### src/rtl/qam_mapper_if.sv
// Wishbone-style streaming handshake bundle shared by the mapper's
// input (coded bits) and output (mapped symbols) sides.
interface qam_mapper_if;
    logic [31:0] dat;
    logic        cyc;
    logic        stb;
    logic        we;
    logic        ack;

    modport master (output dat, output cyc, output stb, output we, input ack);
    modport slave  (input dat, input cyc, input stb, input we, output ack);
endinterface

### src/rtl/qam_mapper.sv
// Streaming constellation mapper: 32-bit bit words in, one complex
// data-carrier symbol {Im[31:16], Re[15:0]} (Q1.15) out per beat.
// One CYC frame carries one OFDM symbol; a residual partial group at
// frame end is zero-padded and emitted as a final symbol.
module qam_mapper #(
    parameter logic [15:0] L_QPSK = 16'h5A82,
    parameter logic [15:0] L16_1  = 16'h2AAA,
    parameter logic [15:0] L16_3  = 16'h7FFE,
    parameter logic [15:0] L64_1  = 16'h1249,
    parameter logic [15:0] L64_3  = 16'h36DB,
    parameter logic [15:0] L64_5  = 16'h5B6D,
    parameter logic [15:0] L64_7  = 16'h7FFF
) (
    input  logic          CLK_I,
    input  logic          RST_I,
    input  logic [1:0]    MOD_I,
    qam_mapper_if.slave   up,
    qam_mapper_if.master  dn
);
    localparam logic [1:0]  MOD_BPSK = 2'b00;
    localparam logic [1:0]  MOD_QPSK = 2'b01;
    localparam logic [1:0]  MOD_16   = 2'b10;
    localparam logic [1:0]  MOD_64   = 2'b11;
    localparam logic [15:0] L_BPSK   = 16'h7FFF;

    logic [37:0] bit_buf_q;
    logic [5:0]  cnt_q;
    logic [1:0]  mode_q;
    logic        flush_q;
    logic        ended_q;
    logic        cyc_q;
    logic        stb_q;
    logic [31:0] dat_q;

    logic [5:0]  bps;
    logic [5:0]  grp;
    logic        have_full;
    logic        pad;
    logic        out_free;
    logic        gen;
    logic        load;
    logic        frame_over;
    logic        flush_set;
    logic        cyc_clear;
    logic [15:0] sym_i;
    logic [15:0] sym_q;

    // Axis level: s is the sign bit (earliest), m1/m2 select the magnitude (Gray order).
    function automatic logic [15:0] level(input logic [1:0] mode, input logic s,
                                          input logic m1, input logic m2);
        logic [15:0] mag;
        case (mode)
            MOD_BPSK: mag = L_BPSK;
            MOD_QPSK: mag = L_QPSK;
            MOD_16:   mag = m1 ? L16_1 : L16_3;
            default: begin
                case ({m1, m2})
                    2'b00:   mag = L64_7;
                    2'b01:   mag = L64_5;
                    2'b11:   mag = L64_3;
                    default: mag = L64_1;
                endcase
            end
        endcase
        return s ? mag : 16'(~mag + 16'd1);
    endfunction

    // Handshake decisions, frame bookkeeping and symbol mapping for this cycle.
    always_comb begin
        case (mode_q)
            MOD_BPSK: bps = 6'd1;
            MOD_QPSK: bps = 6'd2;
            MOD_16:   bps = 6'd4;
            default:  bps = 6'd6;
        endcase
        grp        = bit_buf_q[5:0];
        have_full  = (cnt_q >= bps);
        pad        = flush_q & (cnt_q != 6'd0);
        out_free   = ~stb_q | dn.ack;
        gen        = (have_full | pad) & out_free;
        load       = RST_I & up.cyc & up.stb & up.we & (cnt_q < bps) & ~flush_q & ~ended_q;
        // ended_q covers a CYC_I that rose again while the old frame still drains
        frame_over = ~up.cyc | ended_q;
        flush_set  = cyc_q & frame_over & (cnt_q != 6'd0) & ~have_full;
        cyc_clear  = cyc_q & frame_over & (cnt_q == 6'd0) & out_free;
        sym_i      = level(mode_q, grp[0], grp[1], grp[2]);
        case (mode_q)
            MOD_BPSK: sym_q = '0;
            MOD_QPSK: sym_q = level(mode_q, grp[1], 1'b0, 1'b0);
            MOD_16:   sym_q = level(mode_q, grp[2], grp[3], 1'b0);
            default:  sym_q = level(mode_q, grp[3], grp[4], grp[5]);
        endcase
    end

    assign up.ack = load;
    assign dn.dat = dat_q;
    assign dn.cyc = cyc_q;
    assign dn.stb = stb_q;
    assign dn.we  = stb_q;

    // Bit buffer, output register and frame state.
    always_ff @(posedge CLK_I or negedge RST_I) begin
        if (!RST_I) begin
            bit_buf_q <= '0;
            cnt_q     <= '0;
            mode_q    <= MOD_QPSK;
            flush_q   <= 1'b0;
            ended_q   <= 1'b0;
            cyc_q     <= 1'b0;
            stb_q     <= 1'b0;
            dat_q     <= '0;
        end else begin
            if (load) begin
                bit_buf_q <= bit_buf_q | (38'(up.dat) << cnt_q);
                cnt_q     <= cnt_q + 6'd32;
            end else if (gen) begin
                // bits above cnt_q are always zero, so a padded group needs no masking
                bit_buf_q <= bit_buf_q >> bps;
                cnt_q     <= have_full ? (cnt_q - bps) : '0;
            end

            if (gen) begin
                dat_q <= {sym_q, sym_i};
                stb_q <= 1'b1;
            end else if (dn.ack) begin
                stb_q <= 1'b0;
            end

            if (up.cyc && !cyc_q) begin
                cyc_q  <= 1'b1;
                mode_q <= MOD_I;
            end else if (cyc_clear) begin
                cyc_q  <= 1'b0;
            end

            if (cyc_clear)
                ended_q <= 1'b0;
            else if (cyc_q && !up.cyc)
                ended_q <= 1'b1;

            if (cyc_clear)
                flush_q <= 1'b0;
            else if (flush_set)
                flush_q <= 1'b1;
        end
    end
endmodule

### src/flat_wrapper.sv
// flat-port wrapper written by rule: the top's interface ports become plain ports
module qam_mapper_flat 
#(
    parameter logic [15:0] L_QPSK = 16'h5A82,
    parameter logic [15:0] L16_1  = 16'h2AAA,
    parameter logic [15:0] L16_3  = 16'h7FFE,
    parameter logic [15:0] L64_1  = 16'h1249,
    parameter logic [15:0] L64_3  = 16'h36DB,
    parameter logic [15:0] L64_5  = 16'h5B6D,
    parameter logic [15:0] L64_7  = 16'h7FFF
)
  (CLK_I, RST_I, MOD_I, up_dat, up_cyc, up_stb, up_we, up_ack, dn_dat, dn_cyc, dn_stb, dn_we, dn_ack);
  qam_mapper_if up_i ();
  qam_mapper_if dn_i ();
  input  logic CLK_I;
  input  logic RST_I;
  input  logic [1:0] MOD_I;
  input wire logic [$bits(up_i.dat)-1:0] up_dat;
  input wire logic [$bits(up_i.cyc)-1:0] up_cyc;
  input wire logic [$bits(up_i.stb)-1:0] up_stb;
  input wire logic [$bits(up_i.we)-1:0] up_we;
  output wire logic [$bits(up_i.ack)-1:0] up_ack;
  output wire logic [$bits(dn_i.dat)-1:0] dn_dat;
  output wire logic [$bits(dn_i.cyc)-1:0] dn_cyc;
  output wire logic [$bits(dn_i.stb)-1:0] dn_stb;
  output wire logic [$bits(dn_i.we)-1:0] dn_we;
  input wire logic [$bits(dn_i.ack)-1:0] dn_ack;
  assign up_i.dat = up_dat;
  assign up_i.cyc = up_cyc;
  assign up_i.stb = up_stb;
  assign up_i.we = up_we;
  assign up_ack = up_i.ack;
  assign dn_dat = dn_i.dat;
  assign dn_cyc = dn_i.cyc;
  assign dn_stb = dn_i.stb;
  assign dn_we = dn_i.we;
  assign dn_i.ack = dn_ack;
  qam_mapper #(.L_QPSK(L_QPSK), .L16_1(L16_1), .L16_3(L16_3), .L64_1(L64_1), .L64_3(L64_3), .L64_5(L64_5), .L64_7(L64_7)) u_core (.CLK_I(CLK_I), .RST_I(RST_I), .MOD_I(MOD_I), .up(up_i), .dn(dn_i));
endmodule
### config.mk
export PLATFORM = sky130hd
export DESIGN_NAME = qam_mapper_flat
export DESIGN_NICKNAME = d
export VERILOG_FILES = /design/src/rtl/qam_mapper_if.sv /design/src/rtl/qam_mapper.sv /design/src/flat_wrapper.sv
export SDC_FILE = /design/constraint.sdc
export NUM_CORES = 1
export LEC_CHECK = 0
export ABC_AREA = 0
export CORE_ASPECT_RATIO = 1.75
export CORE_MARGIN = 2
export CORE_UTILIZATION = 52
export CTS_CLUSTER_SIZE = 25
export DETAILED_ROUTE_END_ITERATION = 16
export HOLD_SLACK_MARGIN = 0.06
export PLACE_DENSITY_LB_ADDON = 0.05
export SETUP_SLACK_MARGIN = 0.3
export SLEW_MARGIN = 20
export SYNTH_ARGS = -nofsm -noshare
export SYNTH_HDL_FRONTEND = slang
export SYNTH_SLANG_ARGS = --single-unit
### constraint.sdc
create_clock -name CLK_I -period 6.71 [get_ports CLK_I]
set_clock_uncertainty 0.2 [all_clocks]
set_input_delay 0.671 -clock CLK_I [delete_from_list [all_inputs] [get_ports CLK_I]]
set_output_delay 0.671 -clock CLK_I [all_outputs]
set_load 0.01 [all_outputs]
==> impl.org, run 1 <==
** Run status
- Result of the run :: complete, no violations

** Synthesis
- The number of nets handed over by synthesis was 762.
- Number of different library cells in the post-synthesis netlist :: 72
- The cell count after synthesis came out at 708.
- The synthesized design spends more area on one cell type than any other, namely dfrtp_1.
- Post-synth EDFFs :: 0
- Summed over its instances, the top area cell type makes up between 20% and 30% of the synthesized netlist area.
- After synthesis, the share of flip-flops with an asynchronous set or reset is 100%.
- Flops & latches, synth :: 80
- Each instance of the synthesized netlist takes up on average around 10 um2.
- The mapped netlist covers 7040 um2.
- Yosys printed 0 warnings.
- Most common flop cell mapped by yosys :: dfrtp_1
- By area the synthesized netlist is led by dfrtp_1 (28%), mux4_2 (21%), mux2i_1 (8.1%), nand2_1 (5.1%), o21ai_0 (3.1%).
- Sequential cells were found to cover 28.5% of the synthesized design area.

** Floorplan
- During I/O placement, the number of pins put on the boundary was 76.
- DIE AREA :: 14,500 um2
- The floorplan has 56 rows.
- Measured along the y axis, the die boundary spans about 160 um.
- Once the floorplan was initialized, standard cells occupied 52.9% of the core.
- Die span in x :: 92.0 um
- Core area :: 13,300 um2

** Final layout
- Reg area :: 2010 um2
- Counting the fill cells in the layout gives between 1,000 and 1,500.
- Layout area overhead :: 14.3%
- At the end of the flow the core is filled with cells to just over 60%.
- 0 antenna diodes ended up in the layout.
- The net count of the finished layout is 793.
- Of the cells placed in the final design, the portion with a size suffix greater than 1 is 17.5%.
- Leading cell type in the layout, fill and taps excluded :: nand2_1
- The library cells used most frequently in the layout, excluding fill and tap cells, are nand2_1 (96), dfrtp_1 (77), clkdlybuf4s50_1 (74), mux4_2 (66), mux2i_1 (57).
- The multi-input combinational cells in the finished layout cover a total of 4600 um2.

** Drt
- Detailed-route DRC error count :: 0
- WL/cell :: 20.5 um
- Wires add up to 18,800 um.
- Per-cell via count in the routed design :: about 6.5
- The count of nets left with antenna violations once routing finished came out at 0.
- Before antenna repair, the detailed router went through 5 iterations.
- Count of routing violations after the opening detailed-route iteration :: 409
- Count of vias placed by the detailed router :: ~6,000

** Clocking
- The clock drives 80 sinks.
- Count of instances resized after the clock tree is built :: 0
- Counting the buffers created by CTS gives 9.
- Post CTS Setup Buffer Count :: 0
- CTS Hold Bufs :: 1
- Clock tree root buffer cell :: clkbuf_16
- In this run the deepest clock path goes through 2 buffers.
- After clock tree synthesis, the clock-pin slew on the worst setup and hold paths is 60 ps.
- Clock latency on the worst-skew pair, taken at its later pin, is 340 ps.
- H-tree levels :: 3
- TritonCTS built the clock tree.

** GRT
- Vias in the first global route :: 5,944
- The first global-routing pass estimated 30,800 um of wire.
- GRT met1 Usage :: 31.4%
- Entering global routing, the biggest net connects 60 pins.
- The layer flagged by global routing as most heavily used is met2.
- For this run the aggregate overflow at the end of global routing stands at 0.
- For met2 alone, demand over resource in global routing was between 40% and 50%.
- GR Util All Layers :: between 20% and 30%
- Initial antenna violation count :: 0
- For this run, global-route usage on met3 was measured as 3.09%.

** STA
- Final period demand of the worst path :: 4350 ps
- Setup repair after global routing missed its margin :: false
- For the pin with the worst max-slew slack, the measured transition is 899 ps.
- Final worst setup slack :: 2360 ps
- Worst hold margin :: between 200 and 300 ps
- Number of failing setup endpoints in the final timing report :: 0
- Hold violation total from the final report :: 0
- For the final routed database, the setup TNS stands at 0 ps.
- Portion of the clock cycle consumed by the worst path in the final layout :: 64.8%
- The final number of max-transition violations is 0.
- Max-slew headroom :: between 30% and 40%
- Max Clock Freq :: 230 MHz

** Hold path
- Hold Crit Start :: u_core.dn.dat[8]
- For hold timing, the worst endpoint is u_core.dn.dat[8].
- Worst min path class :: flop to flop
- The worst hold path passes through 2 cells.

** Pwr
- Cell Int Power :: roughly 2.4 mW
- In this run switching power makes up 44.4% of total power.
- Portion of total power attributed to the clock network :: 11.4%
- Leakage Power :: 3.15 nW
- Power spread over the standard cell area amounts to 543 nW/um2.
- Power spent charging and discharging nets :: 1.94 mW
- Sequential cell fraction of total power :: 21.7%
- Combinational cells account for about two thirds of the total power.
- Worst voltage drop across the vdd grid :: 234 uV

** Worst setup path
- Kind of critical path :: flop to flop
- The worst register-to-register path begins at u_core.mode_q[0].
- Internal reg-to-reg setup slack :: between 2000 and 2500 ps
- STA classifies the critical path startpoint as a flop.
- The worst register-to-register path has a depth of 10.
- In this run the critical register-to-register path is captured at u_core.bit_buf_q[7].
- STA classifies the critical path endpoint as a flop.
- Arrival time at the worst endpoint :: between 4000 and 5000 ps
- STA puts the critical path data required time at between 6000 and 7000 ps.
- In this run the worst path has a maximum fanout of 36.

** Placed design
- The congestion estimate from routability-driven global placement came to roughly 0.89.
- OpenSTA, run right after detailed placement, puts the worst setup slack at 2470 ps.
- Once detailed placement completed, the half-perimeter wirelength came to 14,000 um.
- Port Buffers :: 75

** Run
- Max-cap viol count :: 0
## worst max path at each step
stage / slack (ps) / endpoint / from / cells past startpoint
global route: 2150 / u_core.bit_buf_q[9] / u_core.mode_q[1] / 12
global placement: 2350 / u_core.bit_buf_q[5] / u_core.mode_q[0] / 9
finish: 2360 / u_core.bit_buf_q[7] / u_core.mode_q[0] / 10
detailed placement: 2470 / u_core.bit_buf_q[7] / u_core.mode_q[0] / 10
floorplan: 3580 / u_core.cnt_q[4] / u_core.cnt_q[0] / 13
CTS: 2390 / up_ack / u_core.mode_q[0] / 8
## routing by layer
metal  part of all wire, %  wire length (um)  vias up
met3                   3.9               734       50
met5                     0                 0        -
met4                   4.3               811        0
li1                      -                 -     2739
met1                    38              7170     2974
met2                    54             10100      197
## layout make-up
cell class                 count  area share (%)
timing repair buffer          88            10.6
multi-input combinational    541            57.2
sequential                    80            24.9
clock buffer                  10            2.85
clock inverter                 6           0.840
tap                          174            2.71
inverter                      19           0.886
## stage by stage
step	cell area, um2	instances	power, mW
floorplan	7040	708	3.12
global placement	7730	900	3.80
detailed placement	7740	901	3.86
CTS	8050	918	4.37
global route	8050	918	4.69
finish	8050	918	4.37
## worst max-delay path: stages (launching register included)
cell and delay (ps):
dfstp_2 560, ha_1 700, or3_1 260, nand2_1 70, ha_1 230, a21o_1 170, a311o_1 480, nor2_4 740
buf_4 400, mux2i_1 270, a2bb2oi_1 180
## power groups by stage
stage          combinational (mW)  clock, mW  sequential, mW
2_1_floorplan                2.20          0           0.918
3_3_place_gp                 2.86          0           0.941
3_5_place_dp                 2.91          0           0.953
4_1_cts                      2.92      0.503           0.946
5_1_grt                      3.18      0.525           0.988
6_report                     2.92      0.499           0.950
## cells in the mapped netlist (all sizes together) (15+ instances only)
| cell type | instances |
|---|---|
| mux2i | 57 |
| o21ai | 50 |
| nor3 | 21 |
| dfrtp | 79 |
| nor2 | 37 |
| a21oi | 27 |
| mux4 | 66 |
| inv | 18 |
| nand3 | 15 |
| clkbuf | 17 |
| a31oi | 17 |
| buf | 51 |
| nand2 | 97 |
## cells by family after synthesis
logic type / count (synthesis) / share of synthesized area [%]
flops: 80 / 28.5
fa+ha+maj: 15 / 2.63
mux: 137 / 31.5
simple gates: 214 / 14.2
buf+inv: 87 / 6.36
compound gates: 162 / 15.3
xor+xnor: 13 / 1.62
## registers in the layout (all words and copies together) (netlist names)
register	count
u_core.dn.stb	1
u_core.ended_q	1
u_core.mode_q	2
u_core.cnt_q	6
u_core.flush_q	1
u_core.dn.dat	30
u_core.dn.cyc	1
u_core.bit_buf_q	38
(Power assumes the default switching activity.)
==> run 2: changes to the inputs <==
==> constraint.sdc (replaced) <==
create_clock -name CLK_I -period 3.81 [get_ports CLK_I]
set_clock_uncertainty 0.2 [all_clocks]
set_input_delay 0.381 -clock CLK_I [delete_from_list [all_inputs] [get_ports CLK_I]]
set_output_delay 0.381 -clock CLK_I [all_outputs]
set_load 0.01 [all_outputs]
==> impl.org, run 2 (same netlist as run 1, synthesis figures left out) <==
** Final layout
- The number of flip-flops under the largest register name is 38 (unchanged).
- Most used cells in the layout excluding fill and tap cells :: nand2_1 (96), dfrtp_1 (77), clkdlybuf4s50_1 (73), mux4_2 (66), mux2i_1 (57)
- The library cell used most frequently in the layout, excluding fill and tap cells, is nand2_1.
- Register bank with the most flops :: u_core.bit_buf_q
- Core Util, Final :: 61.0% (+0.53 points)
- The antenna diode count came to 0 (unchanged).
- The final standard cell count with taps included and fillers excluded is 924 (+0.65%).
- From synthesis to final layout, the design area changed by 15.3%.
- Fill cell total of the finished layout :: 1,181 (+3.7%)
- The ratio of cells with drive above 1 in the final layout came to 18.7% (+1.2 points).
- Total Nets Final :: 799 (+0.76%)
- The design area is 8120 um2 (+0.87%).

** Pwr
- Power Dens Cells :: 954 nW/um2 (+76%)
- The clock share of power is 11.1% (-0.3 points).
- Part of the power in combinational logic :: 67.0% (about the same)
- Pwr Total :: 7.75 mW (+77%)
- Worst voltage drop across the vdd grid :: 392 uV (+68%)
- Power spent charging and discharging nets :: 3.48 mW (+79%)
- Cell Int Power :: 4.27 mW (+76%)
- The power share of the sequential group was 21.9% (+0.2 points).
- Leakage Power :: 3.21 nW (+2.0%)
- The proportion of total power due to net switching is 44.9% (+0.45 points).

** STA
- Setup repair after global routing left no endpoint under its margin.
- Portion of the clock cycle consumed by the worst path in the final layout :: 86.4% (+22 points)
- Max-slew headroom :: 48.1% (+8.1 points)
- The sum of negative setup slack came to 0 ps (unchanged).
- The minimum clock period after layout came to 3290 ps (-1060 ps).
- The actual transition at the worst max-transition pin was 779 ps (-120 ps).
- The highest achievable clock rate was 304 MHz (+32%).
- The final number of max-transition violations is 0 (unchanged).
- Number of failing setup endpoints in the final timing report :: 0 (unchanged)
- Hold violation total from the final report :: 0 (unchanged)
- The post-layout worst setup margin was 520 ps (-1840 ps).
- The worst hold slack after final layout came to 276 ps (-2.14 ps).

** Clocking
- Cts bufs inserted :: 9 (unchanged)
- The maximum buffer depth of the clock tree is 2 (unchanged).
- TritonCTS sink count :: 80 (unchanged)
- The later-pin clock latency in the skew report was 350 ps (about the same).
- TritonCTS built the clock tree.
- The tree is rooted in a clkbuf_16.
- H-tree levels :: 3 (unchanged)
- The clock transition at the register clock pins on the worst setup and hold paths after CTS came to 70 ps (about the same).
- The buffer count from post-CTS setup fixing came to 0 (unchanged).

** Drt
- The detail-routed via count per cell came to 6.52 (+0.50%).
- WL/cell :: 20.9 um (+1.8%)
- Count of routing violations after the opening detailed-route iteration :: 465 (+14%)
- Count of vias placed by the detailed router :: 6,029 (+1.2%)
- The number of detailed-route iterations in the first pass was 5 (unchanged).
- Routed Wire Length :: 19,300 um (+2.5%)
- Detailed-route DRC error count :: 0 (unchanged)
- Number of nets with antenna violations after routing :: 0 (unchanged)

** Worst setup path
- Worst stage delay on the critical path :: 440 ps (-300 ps)
- The critical path in this run is classified as flop to flop.
- Critical-path cell list :: inv_1, ha_1, or3_1, nand2_1, ha_1, a21o_1, a311o_1, buf_4, or2_2, nand2_2, a221o_1
- Data required time at the worst endpoint :: 3840 ps (-2930 ps)
- Arrival time at the worst endpoint :: 3320 ps (-1090 ps)
- Buffers & Inverters on Critical Path :: 2 (+1)
- Cell type with the highest occurrence count on the critical path :: ha_1
- FF-to-FF Start :: u_core.mode_q[1]
- Among cell families on the critical path, the largest total delay comes from simple AND/OR/NAND/NOR gates.
- Startpoint Class :: flop
- The most critical setup path has its startpoint at u_core.mode_q[1].
- The worst-path maximum fanout is 17 (-53%).
- On the critical path, the stage with the largest delay is an instance of a221o_1.
- The worst setup path is captured at a flop.

** Placed design
- Placer's final routability congestion estimate :: 0.912 (+2.5%)
- Port Buffers :: 75 (unchanged)
- The placement-stage worst setup slack is 307 ps (-2170 ps).
- The count of placed standard cells including taps was 907 (+0.67%).
- The standard cell area after detailed placement is 7810 um2 (+0.86%).
- DP Wirelength :: 14,500 um (+3.6%)

** Floorplan
- The die extent in x came to 92.0 um (unchanged).
- The number of top-level pins is 76 (unchanged).
- Number of placement rows :: 56 (unchanged)
- The starting utilization of the core area was 52.9% (unchanged).
- The area enclosed by the die boundary came to 14,500 um2 (unchanged).
- The overall die height is 158 um (unchanged).
- The total core area is 13,300 um2 (unchanged).

** GRT
- The number of global-route vias before repair came to 5,957 (+0.22%).
- The pin count of the biggest net entering global routing is 58 (-3.3%).
- GRT Residual Overflow :: 0 (unchanged)
- The initial antenna violation count was 0 (unchanged).
- The wire length of the first global-routing pass came to 31,500 um (+2.1%).
- GR Util All Layers :: 27.5% (+0.58 points)

** Run
- The max-capacitance violation count is 0 (unchanged).

** Run status
- The flow ran to the end, and the final reports show no timing, DRC or antenna violations.

** Hold path
- The path class of the tightest hold or removal check is flop to flop.
- The startpoint identified for the worst hold timing path is u_core.dn.dat[12].
## run 2: final cells by class
| type | count | area, um2 | area share, % |
|---|---|---|---|
| Multi-Input combinational cell | 541 | 4610 | 56.8 |
| Sequential cell | 80 | 2010 | 24.7 |
| Timing Repair Buffer | 94 | 925 | 11.4 |
| Clock buffer | 9 | 225 | 2.77 |
| Tap cell | 174 | 218 | 2.68 |
| Inverter | 19 | 71.3 | 0.879 |
| Clock inverter | 7 | 62.6 | 0.771 |
## run 2: worst min-delay path: stages (launching register included)
cell     delay (ps)
dfrtp_1         340
nand2_1          50
o21ai_0          60
## run 2: path summary, 6_finish.rpt
check	endpoint	slack [ps]	cells after the start
max	u_core.bit_buf_q[23]	520	11
min	u_core.dn.dat[12]	280	2
max reg2reg	u_core.bit_buf_q[23]	520	11
min reg2reg	u_core.dn.dat[12]	280	2
max in group asynchronous	u_core.bit_buf_q[12]	1960	4
min in group asynchronous	u_core.dn.dat[0]	480	3
## run 2: power groups by stage
stage	clock network [mW]	logic, mW	registers (mW)
global route	0.913	5.64	1.75
floorplan	0	3.87	1.62
CTS	0.874	5.20	1.68
detailed placement	0	5.17	1.70
global placement	0	5.10	1.68
finish	0.861	5.19	1.69
## run 2: layer usage
| layer | vias to the layer above | track usage, % | part of all wire (%) |
|---|---|---|---|
| met5 | - | 0 | 0 |
| met4 | 0 | 10.9 | 3.4 |
| met3 | 54 | 2.67 | 4.6 |
| met2 | 240 | 51.4 | 55 |
| met1 | 2978 | 32.1 | 37 |
| li1 | 2757 | - | - |
## run 2: what timing repair did
action | 4_1_cts | 5_1_grt
endpoints found under the setup margin | 4 | 25
hold buffers | 1 | 0
cloned | 0 | 0
resized for setup | 3 | 3
endpoints found under the hold margin | 37 | 0
